--- src/rtl/pico_exec_core.sv ---
// Multi-cycle 16-bit instruction execution core: IDLE/EXEC/MEM/RESP FSM over an
// NREGS x XLEN register file and a small data memory, one result beat per instruction.
module pico_exec_core #(
  parameter int unsigned XLEN       = 8,
  parameter int unsigned PC_W       = 8,
  parameter int unsigned DMEM_AW    = 4,
  parameter bit          SIGNED_CMP = 1'b0
) (
  input  logic            clk,
  input  logic            rst_n,
  input  logic            instr_valid,
  output logic            instr_ready,
  input  logic [15:0]     instr,
  output logic            res_valid,
  input  logic            res_ready,
  output logic [XLEN-1:0] res_data,
  output logic [2:0]      res_rd,
  output logic [PC_W-1:0] res_pc,
  output logic            res_taken,
  input  logic [2:0]      dbg_sel,
  output logic [XLEN-1:0] dbg_data
);

  localparam int unsigned SHW   = $clog2(XLEN);
  localparam int unsigned DEPTH = 2 ** DMEM_AW;

  typedef enum logic [1:0] {S_IDLE, S_EXEC, S_MEM, S_RESP} state_e;

  state_e              state_q, state_d;
  logic [15:0]         ir_q, ir_d;
  logic [PC_W-1:0]     pc_q, pc_d;
  logic [XLEN-1:0]     rf_q   [8];
  logic [XLEN-1:0]     rf_d   [8];
  logic [XLEN-1:0]     dmem_q [DEPTH];
  logic [XLEN-1:0]     dmem_d [DEPTH];
  logic [XLEN-1:0]     res_data_q, res_data_d;
  logic [2:0]          res_rd_q, res_rd_d;
  logic [PC_W-1:0]     res_pc_q, res_pc_d;
  logic                res_taken_q, res_taken_d;

  logic [1:0]          op;
  logic [2:0]          rd, rs1, rs2, f3;
  logic [4:0]          imm5;
  logic [XLEN-1:0]     xs1, xs2, xrd, imm_x, alu_res;
  logic [PC_W-1:0]     br_off;
  logic [DMEM_AW-1:0]  mem_addr;
  logic                alu_wr, is_load, is_store, taken;

  function automatic logic lt_f(input logic [XLEN-1:0] a, input logic [XLEN-1:0] b);
    if (SIGNED_CMP) return $signed(a) < $signed(b);
    else            return a < b;
  endfunction

  // Operand fetch and decode from the latched instruction
  always_comb begin
    op       = ir_q[1:0];
    rd       = ir_q[4:2];
    rs1      = ir_q[7:5];
    rs2      = ir_q[10:8];
    imm5     = ir_q[12:8];
    f3       = ir_q[15:13];
    xs1      = (rs1 == 3'd0) ? '0 : rf_q[rs1];
    xs2      = (rs2 == 3'd0) ? '0 : rf_q[rs2];
    xrd      = (rd  == 3'd0) ? '0 : rf_q[rd];
    imm_x    = {{(XLEN-5){1'b0}}, imm5};
    br_off   = {{(PC_W-5){imm5[4]}}, imm5};
    mem_addr = DMEM_AW'(xs1) + DMEM_AW'(imm_x);
  end

  always_comb begin
    alu_res  = '0;
    alu_wr   = 1'b0;
    is_load  = 1'b0;
    is_store = 1'b0;
    taken    = 1'b0;
    case (op)
      2'b00: begin
        alu_wr = 1'b1;
        case (f3)
          3'b000:  alu_res = xs1 + xs2;
          3'b001:  alu_res = xs1 - xs2;
          3'b010:  alu_res = xs1 & xs2;
          3'b011:  alu_res = xs1 | xs2;
          3'b100:  alu_res = xs1 ^ xs2;
          3'b101:  alu_res = xs1 << xs2[SHW-1:0];
          3'b110:  alu_res = xs1 >> xs2[SHW-1:0];
          default: alu_res = XLEN'(lt_f(xs1, xs2));
        endcase
      end
      2'b01: begin
        alu_wr = 1'b1;
        case (f3)
          3'b000:  alu_res = xs1 + imm_x;
          3'b010:  alu_res = XLEN'(lt_f(xs1, imm_x));
          3'b011:  alu_res = xs1 & imm_x;
          3'b100:  alu_res = xs1 | imm_x;
          3'b110:  alu_res = xs1 ^ imm_x;
          default: alu_res = imm_x;
        endcase
      end
      2'b10: begin
        if (f3 == 3'b000) begin
          is_load = 1'b1;
        end else if (f3 == 3'b001) begin
          is_store = 1'b1;
          alu_res  = xrd;
        end
      end
      default: begin
        case (f3[1:0])
          2'b00:   taken = (xrd == xs1);
          2'b01:   taken = (xrd != xs1);
          2'b10:   taken = lt_f(xrd, xs1);
          default: taken = !lt_f(xrd, xs1);
        endcase
      end
    endcase
  end

  always_ff @(posedge clk or negedge rst_n) begin
    if (!rst_n) state_q <= S_IDLE;
    else        state_q <= state_d;
  end

  always_comb begin
    state_d = state_q;
    case (state_q)
      S_IDLE:  if (instr_valid) state_d = S_EXEC;
      S_EXEC:  state_d = is_load ? S_MEM : S_RESP;
      S_MEM:   state_d = S_RESP;
      S_RESP:  if (res_ready) state_d = S_IDLE;
      default: state_d = S_IDLE;
    endcase
  end

  always_comb begin
    instr_ready = (state_q == S_IDLE);
    res_valid   = (state_q == S_RESP);
    res_data    = res_data_q;
    res_rd      = res_rd_q;
    res_pc      = res_pc_q;
    res_taken   = res_taken_q;
    dbg_data    = (dbg_sel == 3'd0) ? '0 : rf_q[dbg_sel];
  end

  // Commit happens on the EXEC edge, except loads which commit on the MEM edge
  always_comb begin
    ir_d        = ir_q;
    pc_d        = pc_q;
    rf_d        = rf_q;
    dmem_d      = dmem_q;
    res_data_d  = res_data_q;
    res_rd_d    = res_rd_q;
    res_pc_d    = res_pc_q;
    res_taken_d = res_taken_q;
    if (state_q == S_IDLE && instr_valid) ir_d = instr;
    if (state_q == S_EXEC && !is_load) begin
      pc_d        = taken ? pc_q + br_off : pc_q + PC_W'(1);
      res_data_d  = alu_res;
      res_rd_d    = rd;
      res_pc_d    = pc_q;
      res_taken_d = taken;
      if (alu_wr && rd != 3'd0) rf_d[rd] = alu_res;
      if (is_store) dmem_d[mem_addr] = xrd;
    end
    if (state_q == S_MEM) begin
      pc_d        = pc_q + PC_W'(1);
      res_data_d  = dmem_q[mem_addr];
      res_rd_d    = rd;
      res_pc_d    = pc_q;
      res_taken_d = 1'b0;
      if (rd != 3'd0) rf_d[rd] = dmem_q[mem_addr];
    end
  end

  always_ff @(posedge clk or negedge rst_n) begin
    if (!rst_n) begin
      ir_q        <= '0;
      pc_q        <= '0;
      res_data_q  <= '0;
      res_rd_q    <= '0;
      res_pc_q    <= '0;
      res_taken_q <= 1'b0;
      for (int unsigned i = 0; i < 8; i++)     rf_q[i]   <= '0;
      for (int unsigned i = 0; i < DEPTH; i++) dmem_q[i] <= '0;
    end else begin
      ir_q        <= ir_d;
      pc_q        <= pc_d;
      res_data_q  <= res_data_d;
      res_rd_q    <= res_rd_d;
      res_pc_q    <= res_pc_d;
      res_taken_q <= res_taken_d;
      rf_q        <= rf_d;
      dmem_q      <= dmem_d;
    end
  end

endmodule

--- config.mk ---
export PLATFORM = sky130hd
export DESIGN_NAME = pico_exec_core
export DESIGN_NICKNAME = d
export VERILOG_FILES = /design/src/rtl/pico_exec_core.sv
export SDC_FILE = /design/constraint.sdc
export NUM_CORES = 1
export LEC_CHECK = 0
export ABC_AREA = 1
export CAP_MARGIN = 0
export CORE_MARGIN = 2
export CORE_UTILIZATION = 35
export CTS_BUF_LIST = sky130_fd_sc_hd__clkbuf_8
export CTS_CLUSTER_DIAMETER = 100
export DETAILED_ROUTE_END_ITERATION = 10
export GPL_TIMING_DRIVEN = 0
export MAX_ROUTING_LAYER = met4
export SLEW_MARGIN = 10
export SYNTH_ARGS = -nofsm -noshare
export SYNTH_HDL_FRONTEND = slang
export SYNTH_SLANG_ARGS = --single-unit
--- constraint.sdc ---
create_clock -name clk -period 4.9 [get_ports clk]
set_input_delay 0.98 -clock clk [delete_from_list [all_inputs] [get_ports clk]]
set_output_delay 0.98 -clock clk [all_outputs]
set_load 0.02 [all_outputs]
# After elaboration in Yosys (flattened, before gate mapping)
# Cells that the tools add are included.
[totals]
register_bits = 238
inputBits = 23
elab_cells = 159
[classes]
n_addsub = 6
order_cmp = 10
n_eq_ne = 17
n_shift = 2
n_mux = 60
bitwise_logic = 11
reduce_logical = 22
[ops]
columns = ["cell", "count"]
rows = [
  ["64-bit two-way mux", 4],
  ["8-bit two-way mux", 25],
  ["128-bit bitwise mux", 1],
  ["64-bit bitwise mux", 2],
  ["8-bit binary-select mux with 3-bit select", 4],
  ["8-bit one-hot mux with 7 select lines", 1],
  ["8-bit one-hot mux with 5 select lines", 1],
  ["8-bit binary-select mux with 4-bit select", 1],
  ["8-bit demux with 4-bit select", 1],
  ["8-bit demux with 3-bit select", 1],
  ["8-bit one-hot mux with 3 select lines", 1],
  ["8-bit adder", 2],
  ["4-bit >= comparator (second input constant)", 4],
  ["8-bit < comparator", 2],
  ["3-bit NOT with 4-bit output", 4],
  ["3-bit logical NOT", 5],
  ["1-bit two-way mux", 12],
  ["3-bit equality test (second input constant)", 3],
  ["8-bit by 1-bit adder with 8-bit output (second input constant)", 1],
  ["8-bit by 5-bit adder with 8-bit output", 1],
  ["8-bit by 5-bit AND with 8-bit output", 1],
  ["8-bit AND", 1],
  ["2-bit equality test (second input constant)", 4],
  ["8-bit equality test", 1],
  ["31 further kinds", 45],
]

# Logic depth before layout (Yosys ltp)
[logic_depth]
ltp_word = 14
depth_mapped = 28
ltp_nobuf = 26

# Worst setup path after synthesis
# Ideal clock, no wire load.
[synth_path]
path_kind = "in2out"
start = "input dbg_sel[0]"
end = "output dbg_data[0]"
arrival_ns = 2.341
slack_ns = 1.579
stages = 8
n_path_buf = 3
path_cell_list = "clkbuf_1 > inv_1 > clkbuf_1 > clkbuf_1 > o21ai_0 > nand3_1 > nand2_1 > a31oi_1"
[synth_via]
elab_chain_len = 5
[synth_rtl]
columns = ["element", "line", "text"]
rows = [
  ["start, declared", "20", "input logic [2:0] dbg_sel,"],
  ["3-bit NOT with 4-bit output (implied by the code)", "143", "dbg_data = (dbg_sel == 3'd0) ? '0 : rf_q[dbg_sel];"],
  ["8-bit binary-select mux with 3-bit select", "143", ""],
  ["8-bit two-way mux (implied by the code) (2 in series)", "143", ""],
  ["8-bit two-way mux (*)", "143", ""],
  ["end, declared", "21", "output logic [XLEN-1:0] dbg_data"],
]
# Every way passes the cells marked *; elsewhere a longest branch is shown, timed or not. The select of a mux whose other input is x is not followed.

# Final worst setup path
[layout_path]
start = "input dbg_sel[1]"
end = "output dbg_data[3]"
# Same word-level chain as after synthesis.

==> out/results.ini <==
[status]
status = completed

[setup_path]
crit_fanout = 10
reg2reg_depth = 19
r2r_start = ir_q[5]
crit_arrival_ps = 3700
reg2reg_slack_ps = 220
crit_path_end_kind = output pin
startpoint_type = input pin
r2r-end = res_data[7]
critPathRequiredTime_ps = 3920
worst-setup-path-type = input pin to output pin
crit_path_start = dbg_sel[1]
cp-endpoint = dbg_data[3]

[hold_path]
hold_class = input pin to asynchronous set/reset pin

[synth]
synth_nets = 2217
netlist-cell-type-count = 57
ys.flop_type = dfrtp_1
syn_area_per_cell_sq_um = 7.23
synth_area_sq_um = 15400
synth_warnings = 0
yosysSeqAreaShare = 0.387
ys_seq_elements = 238
synth-edff-count = 0
syn_inst = 2130
async_flop_share = 1.00

[clock_tree]
cts.sinks = 238
htreeDepth = 2
clkSlewWorstSetupHoldPaths_ps = 60
clk-insertion-delay-late_ps = 660
root_buffer = clkbuf_8
cts_buffers = 43
hold_buffers = 0
cts_tree = done
clockBufferDepth = 3

[timing]
finalCriticalPeriod_ps = 4680
post-route-period-util = 0.955
tightest_slew_ps = 1400
setup_violations = 0
finalHoldViolations = 0
fmax_ghz = 0.214
maxSlewHeadroom = 0.0679
drv_slew = 0
rsz0062_at_grt = no
finalClockSkew_ps = 56.7

[placed_design]
dp.final_hpwl_mm = 45.3
dpl_cell_area_sq_um = 16800
io_buffers = 51
gp_congestion = 1.01

[route]
ant_nets = 0
routed_wl_mm = 62.8
drt-wirelength-per-cell_um = 22.0
first_pass_iters = 6
num_vias = 15966
dr.first_iter.drc_count = 1782
drc = 0
via_per_inst = 5.59

[die]
initial_core_util = 0.356
coreArea_sq_um = 43300
die_h_um = 214
io_pins = 53
fp.dieArea_sq_um = 45700
rows = 76
die_x_um = 214

[grt]
grt_max_degree = 96
grtUsageTotal = 0.284
antenna_found_initial = 0
grt_pass1_wl_mm = 93.4
grt_pass1_vias = 15040
overflow = 0

[layout]
layout.nets = 2322
syn2layout_area_growth_pct = 15.1
stdcell_area_sq_um = 17700
layout-drive-gt1-share = 0.0899

[job]
maxCapViolations = 0

==> stage by stage <==
step	util	TNS, ps	hold WS [ps]	worst slack [ps]	cells
2_1_floorplan	-	0	445	1580	2130
3_3_place_gp	0.385	-1759530	463	-7390	2766
3_5_place_dp	0.387	-2150	472	-125	2773
4_1_cts	0.409	0	298	1.82	2851
5_1_grt	0.410	0	333	16.3	2853
6_report	0.410	0	296	221	2854
==> final cells by class <==
class / count / area, sq um
diodes: 1 / 2.50
plain buffers: 91 / 444
clock buffers: 53 / 729
clock inverters: 25 / 185
fillers: 4537 / 25500
inverters: 197 / 747
multi-input cells: 1603 / 8290
flip-flops and latches: 238 / 5960
well taps: 585 / 732
repair buffers: 61 / 638
==> kinds of logic after synthesis <==
kind of cell             Yosys count  share of synthesized area
adder cells (fa/ha/maj)           64                     0.0540
AND/OR/NAND/NOR                  907                      0.249
XOR/XNOR                          14                    0.00796
AO/OA/AOI/OAI                    618                      0.225
flip-flops                       238                      0.387
buffers and inverters            289                     0.0769
==> critical path: stages <==
cell and delay, ps:
clkdlybuf4s50_1 500, clkbuf_1 350, buf_1 400, o21ai_0 150
o21ai_0 240, o21ai_0 130, a31oi_1 260, clkdlybuf4s50_1 680
==> cell usage in the layout, fill, tap and decap left out, types with 5 or more instances in the layout <==
| cell type | n |
|---|---|
| nand2_1 | 549 |
| a21oi_1 | 254 |
| dfrtp_1 | 238 |
| o21ai_0 | 209 |
| inv_1 | 192 |
| nor2_1 | 181 |
| nand3_1 | 107 |
| ha_1 | 60 |
| clkbuf_8 | 53 |
| a22oi_1 | 51 |
| clkdlybuf4s50_1 | 50 |
| clkbuf_1 | 38 |
| buf_2 | 28 |
| o22ai_1 | 25 |
| inv_2 | 16 |
| buf_4 | 15 |
| nand2_2 | 15 |
| nand4_1 | 15 |
| o211ai_1 | 14 |
| o21ai_1 | 14 |
| a31oi_1 | 14 |
| nor2_2 | 12 |
| clkbuf_2 | 9 |
| xor2_1 | 8 |
| o221ai_1 | 7 |
| xnor2_1 | 6 |
| nor3_1 | 6 |
| buf_6 | 5 |
| nand3_2 | 5 |
| a211oi_2 | 5 |
| clkinv_2 | 5 |
==> layer usage <==
layer  wire, um  GRT usage  vias up
li1           -          -     7357
met3       5100     0.0445      143
met4       2780      0.119        0
met2      27500      0.415      728
met5          0          -        -
met1      27400      0.391     7738
==> what timing repair did <==
item | 4_1_cts | 5_1_grt
pin swaps | 0 | 2
endpoints found under the hold margin | 0 | 0
gates resized for setup | 4 | 17
setup buffers | 0 | 3
setup endpoints to repair | 33 | 49
==> worst min path at each step <==
stage | start | end | slack, ps | depth (start not counted)
6_report | rst_n | res_pc[6] | 300 | 1
2_1_floorplan | rf_q[56] | rf_q[56] | 450 | 1
3_3_place_gp | res_pc[2] | res_pc[2] | 460 | 2
4_1_cts | rst_n | res_data[4] | 300 | 1
3_5_place_dp | res_pc[7] | res_pc[7] | 470 | 2
5_1_grt | rst_n | res_pc[7] | 330 | 1
==> Yosys cell counts, drive strengths merged (3+ instances only) <==
master,number,area share
inv,195,0.048
nor2,195,0.050
buf,45,0.017
a2111o,3,0.0022
xnor2,6,0.0034
o22ai,26,0.011
clkbuf,47,0.011
xor2,8,0.0046
o221ai,7,0.0040
nand3,115,0.041
o21ai,224,0.073
nor3,10,0.0058
a31oi,14,0.0057
nand4,15,0.0061
fa,4,0.0052
a211oi,9,0.0057
dfrtp,238,0.39
o2111ai,3,0.0017
a21oi,257,0.085
nand2,568,0.14
o211ai,14,0.0068
ha,60,0.049
a22oi,51,0.025
==> sequential cells by signal (all words and copies together), names as in the netlist <==
signal	count
res_taken	1
res_rd	3
ir_q	16
state_q	2
pc_q	8
dmem_q	128
rf_q	64
res_data	8
res_pc	8
Power is left out: the tool's default activity adds up to more than one toggle a clock period on the data nets, which glitch-free logic cannot reach.
